`config.mk`:
```
export PLATFORM = sky130hd
export DESIGN_NAME = result_store_writer
export DESIGN_NICKNAME = d
export VERILOG_FILES = /design/src/rtl/result_store_writer.sv
export SDC_FILE = /design/constraint.sdc
export NUM_CORES = 1
export LEC_CHECK = 0
export ABC_AREA = 1
export CORE_MARGIN = 3
export CORE_UTILIZATION = 25
export CTS_CLUSTER_DIAMETER = 200
export DETAILED_ROUTE_END_ITERATION = 10
export PLACE_DENSITY = 0.57
export REMOVE_ABC_BUFFERS = 1
export SLEW_MARGIN = 20
export SYNTH_ARGS = -nofsm -noshare
export SYNTH_HDL_FRONTEND = slang
export SYNTH_SLANG_ARGS = --single-unit
```
`constraint.sdc`:
```
create_clock -name clk -period 2.8 [get_ports clk]
set_input_delay 0.56 -clock clk [delete_from_list [all_inputs] [get_ports clk]]
set_output_delay 0.56 -clock clk [all_outputs]
set_load 0.02 [all_outputs]
```
`src/rtl/result_store_writer.sv`:
```
// result_store_writer: commits one packed detection record per passing window over a
// write-only Avalon-MM master. Define RESULT_STORE_COUNT_EN to carry record_count in the exit record.
module result_store_writer #(
    parameter int                CORES       = 4,
    parameter int                ADDR_W      = 32,
    parameter logic [ADDR_W-1:0] BASE_ADDR   = '0,
    parameter int                MAX_RECORDS = 4096
) (
    input  logic              clk,
    input  logic              resetn,
    input  logic              start,
    input  logic [11:0]       start_x,
    input  logic [11:0]       start_y,
    input  logic [6:0]        scale,
    input  logic              exit,
    input  logic [CORES-1:0]  hits,
    output logic              ready,
    output logic              done,
    output logic              overflow,
    output logic [15:0]       record_count,
    output logic [ADDR_W-1:0] avm_address,
    output logic              avm_write,
    output logic [31:0]       avm_writedata,
    input  logic              avm_waitrequest
);
    localparam int               IDX_W      = (CORES > 1) ? $clog2(CORES) : 1;
    localparam logic [IDX_W-1:0] LAST_IDX   = IDX_W'(CORES - 1);
    localparam logic [16:0]      DATA_SLOTS = 17'(MAX_RECORDS - 1);

    typedef enum logic [2:0] {
        S_IDLE,
        S_SCAN,
        S_WRITE,
        S_EXIT_WR,
        S_DONE
    } state_t;

    state_t            state, state_nxt;
    logic [IDX_W-1:0]  idx;
    logic [11:0]       x_q, y_q;
    logic [6:0]        scale_q;
    logic [CORES-1:0]  hits_q;
    logic [ADDR_W-1:0] addr_q;
    logic [15:0]       count_q;
    logic              ready_q, done_q, overflow_q;

    logic              accept, last, slots_free, take_hit;
    logic [31:0]       data_rec, exit_rec;

    assign accept     = (state == S_IDLE) && ready_q && start;
    assign last       = (idx == LAST_IDX);
    // The final slot is kept for the exit record, so data stops one short of MAX_RECORDS.
    assign slots_free = ({1'b0, count_q} < DATA_SLOTS);
    assign take_hit   = hits_q[idx] && slots_free;
    assign data_rec   = {1'b0, scale_q, x_q + 12'(idx), y_q};

`ifdef RESULT_STORE_COUNT_EN
    assign exit_rec = {1'b1, 7'd0, 8'd0, count_q};
`else
    assign exit_rec = {1'b1, 7'd0, x_q, y_q};
`endif

    always_ff @(posedge clk or negedge resetn) begin
        if (!resetn) state <= S_IDLE;
        else         state <= state_nxt;
    end

    always_comb begin
        state_nxt     = state;
        avm_write     = 1'b0;
        avm_writedata = 32'd0;
        case (state)
            S_IDLE: begin
                if (accept) state_nxt = exit ? S_EXIT_WR : S_SCAN;
            end
            S_SCAN: begin
                if (take_hit)  state_nxt = S_WRITE;
                else if (last) state_nxt = S_IDLE;
            end
            S_WRITE: begin
                avm_write     = 1'b1;
                avm_writedata = data_rec;
                if (!avm_waitrequest) state_nxt = last ? S_IDLE : S_SCAN;
            end
            S_EXIT_WR: begin
                avm_write     = 1'b1;
                avm_writedata = exit_rec;
                if (!avm_waitrequest) state_nxt = S_DONE;
            end
            S_DONE: state_nxt = S_DONE;
            default: state_nxt = S_IDLE;
        endcase
    end

    // ready and done trail the state by one edge so both read low throughout reset.
    always_ff @(posedge clk or negedge resetn) begin
        if (!resetn) begin
            ready_q    <= 1'b0;
            done_q     <= 1'b0;
            overflow_q <= 1'b0;
            count_q    <= 16'd0;
            addr_q     <= BASE_ADDR;
            idx        <= '0;
            x_q        <= 12'd0;
            y_q        <= 12'd0;
            scale_q    <= 7'd0;
            hits_q     <= '0;
        end else begin
            ready_q <= (state == S_IDLE) && !accept;
            done_q  <= (state == S_DONE);
            if (accept) begin
                x_q     <= start_x;
                y_q     <= start_y;
                scale_q <= scale;
                hits_q  <= hits;
                idx     <= '0;
            end
            case (state)
                S_SCAN: begin
                    if (!take_hit) begin
                        if (hits_q[idx]) overflow_q <= 1'b1;
                        idx <= idx + IDX_W'(1);
                    end
                end
                S_WRITE: begin
                    if (!avm_waitrequest) begin
                        addr_q  <= addr_q + ADDR_W'(4);
                        count_q <= count_q + 16'd1;
                        idx     <= idx + IDX_W'(1);
                    end
                end
                default: ;
            endcase
        end
    end

    assign ready        = ready_q;
    assign done         = done_q;
    assign overflow     = overflow_q;
    assign record_count = count_q;
    assign avm_address  = addr_q;

endmodule
```
# Yosys cells after proc, flatten, opt, wreduce, memory -nomap -nowiden
# Cells that the tools add are included.
[totals] register_bits=91 word_cells=54
[classes] n_eq_ne=9 add_sub_neg=4 magnitude_cmp=2 reduce_logical=10 n_mux=16 bitwise=2
[ops] op="$pmux W32 S2" n=1
[ops] op="$add A32 B3 Y32 const B" n=1
[ops] op="$add A16 B1 Y16 const B" n=1
[ops] op="$lt A16 B12 Y1 const B" n=1
[ops] op="$mux W3" n=5
[ops] op="$pmux W3 S5" n=1
[ops] op="$add A12 B2 Y12" n=1
[ops] op="$mux W2" n=4
[ops] op="$eq A3 B2 Y1 const B" n=2
[ops] op="$ne A2 B2 Y1 const B" n=3
[ops] op="$logic_and A1 B1 Y1" n=4
[ops] op="$pmux W2 S2" n=1
[ops] op="$reduce_and A4 Y1" n=1
[ops] op="$eq A3 B1 Y1 const B" n=1
[ops] op="$eq A3 B3 Y1 const B" n=1
[ops] op="$logic_not A3 Y1" n=1
[ops] op="$lt A2 B3 Y1 const B" n=1
[ops] op="$mux W1" n=3
[ops] op="$ne A3 B3 Y1 const B" n=1
[ops] op="$reduce_and A3 Y1" n=1
[ops] op="$add A2 B1 Y2 const B" n=1
[ops] op="$bmux W1 S2" n=1
[ops] op="$eq A2 B2 Y1 const B" n=1
[ops] op="$not A1 Y1" n=2
[ops] op="3 further kinds" n=3

# Depth between registers and ports, before layout
[depth] ltp_word=6 mapped_depth=11 ltp_nobuf=11

# Worst setup path before layout
# No wires, ideal clock.
[synth_path] path_type="register -> output" from="register idx[0]" to="output port avm_writedata[18]" arrival_time_ps=1929 n_path_buf=0 path_slack_ps=311 path_stages_with_launch=9 required_ps=2240 cell_sequence="dfrtp_1 ha_1 inv_1 fa_1 inv_1 nand3_1 nor2_1 a21oi_1 o31ai_1"
[synth_via] elab_chain_cells=2
[synth_lines] item="from (decl)" line="39" source="logic [IDX_W-1:0] idx;"
[synth_lines] item="from (signal assigned)" line="122" source="idx <= idx + IDX_W'(1);"
[synth_lines] item="from (signal assigned)" line="129" source="idx <= idx + IDX_W'(1);"
[synth_lines] item="$add A12 B2 Y12" line="55" source="assign data_rec = {1'b0, scale_q, x_q + 12'(idx), y_q};"
[synth_lines] item="$pmux W32 S2" line="72" source="case (state)"
[synth_lines] item="to (decl)" line="23" source="output logic [31:0] avm_writedata,"
# No other way between the ends.

# Worst setup path in the final report
# Ends and elaborated chain as after synthesis.

==> metrics.md <==
| Metric | Value |
|---|---|
| Met3 track demand over resource | 0.0379 |
| Dpl cell area | 6460 µm² |
| DRT antenna net count | 0 |
| Most frequent cell after synthesis | nand2_1 |
| Design area | 6750 µm² |
| DR vias/cell | 4.23 |
| Final TNS setup | 0 ns |
| Worst setup SP type | flip-flop |
| Skew-Pair Late Insertion Delay | 0.35 ns |
| Clk buf depth | 2 |
| Top Usage Layer GRT | met2 |
| Number of nets in the layout | 835 |
| Crit Path Category | flip-flop to primary output |
| Met2 GRT Util | 0.212 |
| All-layer global routing usage | 0.134 |
| Clock Tree Root | clkbuf_16 |
| Yosys top cell area share | 0.452 |
| Top post-synthesis cells by area | dfrtp_1, nand2_1, nor2_1 |
| Top cells by count, synth | nand2_1, dfrtp_1, nor2_1 |
| Number of global-route vias before repair | 4535 |
| Register share of total power | 0.377 |
| Data arrival time of the worst path | 2.15 ns |
| First-pass GRT wire length | 23.4 mm |
| Max VDD drop | 301 µV |
| Final period utilization | 0.969 |
| Vias post-DR | 4446 |
| CTS tree | built |
| RePlAce Congestion | 0.856 |
| Reg area | 2230 µm² |
| Crit path cell chain | ha_1 -> inv_1 -> fa_2 -> inv_2 -> nand3_2 -> nor2_2 -> buf_4 -> a21oi_1 -> o31ai_1 -> buf_2 |
| Internal Power | 3.16 mW |
| Slowest CP cell | dfrtp_1 |
| Initial Utilization | 0.259 |
| Register area share after synthesis | 0.452 |
| Worst-path clk slew | 0.06 ns |
| Synth Flop Type | dfrtp_1 |
| Worst setup startpoint | idx[0] |
| Reg2reg path depth | 8 |
| # clock sinks | 89 |
| Io pins | 124 |
| Total gr overflow | 0 |
| Initial antenna violation count | 0 |
| Share of cells above drive strength 1 | 0.0770 |
| Final hold viol count | 0 |
| MaxCap Viol Count | 0 |
| Clk network pwr share | 0.235 |
| Die X | 146 µm |
| Leak | 3.03 nW |
| Sw Pwr | 1.99 mW |
| Wire per inst | 13.0 µm |
| Max Freq | 369 MHz |
| CTS Buf Count | 9 |
| CP top delay family | adder cells |
| 1st-iter DRT viols | 182 |
| Drt total wl | 13.7 mm |
| Hold Path Class | primary input to async pin |
| Buffer and inverter count on the worst path | 4 |
| Sw frac | 0.386 |
| #FFs+latches synth | 89 |
| Status | completed |
| Dpl hpwl | 10.3 mm |
| Yosys top cell by area | dfrtp_1 |
| Pre-Repair DR Iteration Count | 5 |
| Count of cell types in the netlist | 37 |
| Largest net degree at the start of global routing | 62 |
| Gate Count Post-Synth | 661 |
| Worst Path Required | 2.24 ns |
| Unrepaired setup endpoints after global routing | yes |
| Final worst slack | 0.0864 ns |
| Max FO, Critical Path | 2 |
| Reg2Reg Launch Point | state[0] |
| CP Capture Type | primary output |
| CORE AREA | 19000 µm² |
| Worst stage delay on the critical path | 0.35 ns |
| Relative slew slack | 0.584 |
| Met1 GRT Util | 0.179 |
| DRC Markers | 0 |
| Syn Std Cell Area | 4930 µm² |
| Die height | 146 µm |
| Area delta synth->final | 36.9% |
| H-Tree Depth | 3 |
| Setup Viol. Count Final | 0 |
| Fin. max-slew vios | 0 |
| Power per standard cell area | 762 nW/µm² |
| Register-to-register setup slack | 0.94 ns |
| Area of the multi-input gates | 2330 µm² |
| Count of input and output buffers | 121 |
| Worst slew pin tran | 0.624 ns |
| EDFF count, synth | 0 |
| Async SR Flop Fraction | 1.00 |
| Fill cells | 2052 |
| Pre-CTS worst setup slack | -0.0117 ns |
| Tmin final | 2.71 ns |
| Die area | 21400 µm² |
| Combinational power share | 0.388 |
| Rows | 50 |
| Syn avg cell area | 7.46 µm² |
| Fin Clk Skew | 0.00765 ns |
| YS warnings | 0 |
| Worst r2r dst | avm_address[25] |
| # diodes | 0 |
## cells in the final DEF, fill, tap and decap left out, drive strengths merged, types with 12 or more instances in the layout
cell | netlist | routed
buf | 14 | 15
clkbuf | 3 | 14
clkdlybuf4s50 | 0 | 106
nand3 | 24 | 24
xor2 | 18 | 18
inv | 73 | 73
nor2 | 94 | 94
dfrtp | 89 | 89
o21ai | 45 | 45
nor3 | 16 | 16
xnor2 | 12 | 12
nand2 | 235 | 235
## worst register-to-register path: stages (launching register included)
cell and delay, ns:
dfrtp_1 0.45, inv_4 0.14, nand3_4 0.22, inv_4 0.18, nand2_4 0.21, nor3_4 0.24, nand2_1 0.13, o21ai_1 0.13
nand2_1 0.05
## what timing repair did
action	in CTS	in global routing
hold endpoints to repair	0	0
pin swaps	0	2
resized for setup	24	15
hold buffers	0	0
endpoints found under the setup margin	20	15
setup buffers	0	2
## layer usage
metal  vias to the layer above  part of all wire  wire length [µm]
met5                         -                 0                 0
met4                         0             0.015               202
met3                        11             0.066               908
met2                       131              0.44              6020
met1                      1986              0.48              6530
li1                       2318                 -                 -
## state kept, by name, summed over array words and instances, names as in the netlist
name / cells
avm_address: 30
done: 1
hits_q: 4
idx: 2
overflow: 1
ready: 1
record_count: 16
scale_q: 7
state: 3
x_q: 12
y_q: 12
## layout make-up
class,count,share of cell area
timing repair buffer,133,0.193
multi-input combinational,483,0.346
clock inverter,3,0.00630
tap,260,0.0482
inverter,73,0.0413
sequential,89,0.330
clock buffer,11,0.0360
## per-stage QoR
stage	utilization	power (mW)	hold WS, ns	cells
2_1_floorplan	-	3.10	0.264	645
3_3_place_gp	0.339	3.98	0.472	1036
3_5_place_dp	0.339	3.99	0.469	1036
4_1_cts	0.354	5.22	0.245	1050
5_1_grt	0.355	5.60	0.261	1052
6_report	0.355	5.15	0.218	1052
## power groups by stage
stage                     clock, mW  combinational (mW)  sequential [mW]
final                          1.21                2.00             1.94
after global routing           1.31                2.29             2.00
after CTS                      1.26                2.03             1.94
after detailed placement          0                2.03             1.96
after global placement            0                2.02             1.96
after floorplan                   0                1.08             2.03
## cell families (layout without fill, tap and decap cells)
group / after synthesis / count (layout) / share of synthesized area
buffers and inverters: 90 / 220 / 0.0804
flip-flops: 89 / 89 / 0.452
XOR/XNOR: 30 / 30 / 0.0533
other: 1 / 2 / 0.000760
AO/OA/AOI/OAI: 58 / 58 / 0.0627
adder cells (fa/ha/maj): 6 / 6 / 0.0167
AND/OR/NAND/NOR: 387 / 387 / 0.334
## worst max path at each step
stage	endpoint	slack, ns	cells past startpoint
floorplan	avm_writedata[18]	0.31	8
global placement	avm_writedata[22]	0.004	11
detailed placement	avm_writedata[22]	-0.01	11
CTS	avm_writedata[22]	-0.03	11
global route	avm_writedata[18]	-0.06	10
finish	avm_writedata[18]	0.09	10
(Power assumes the default switching activity.)
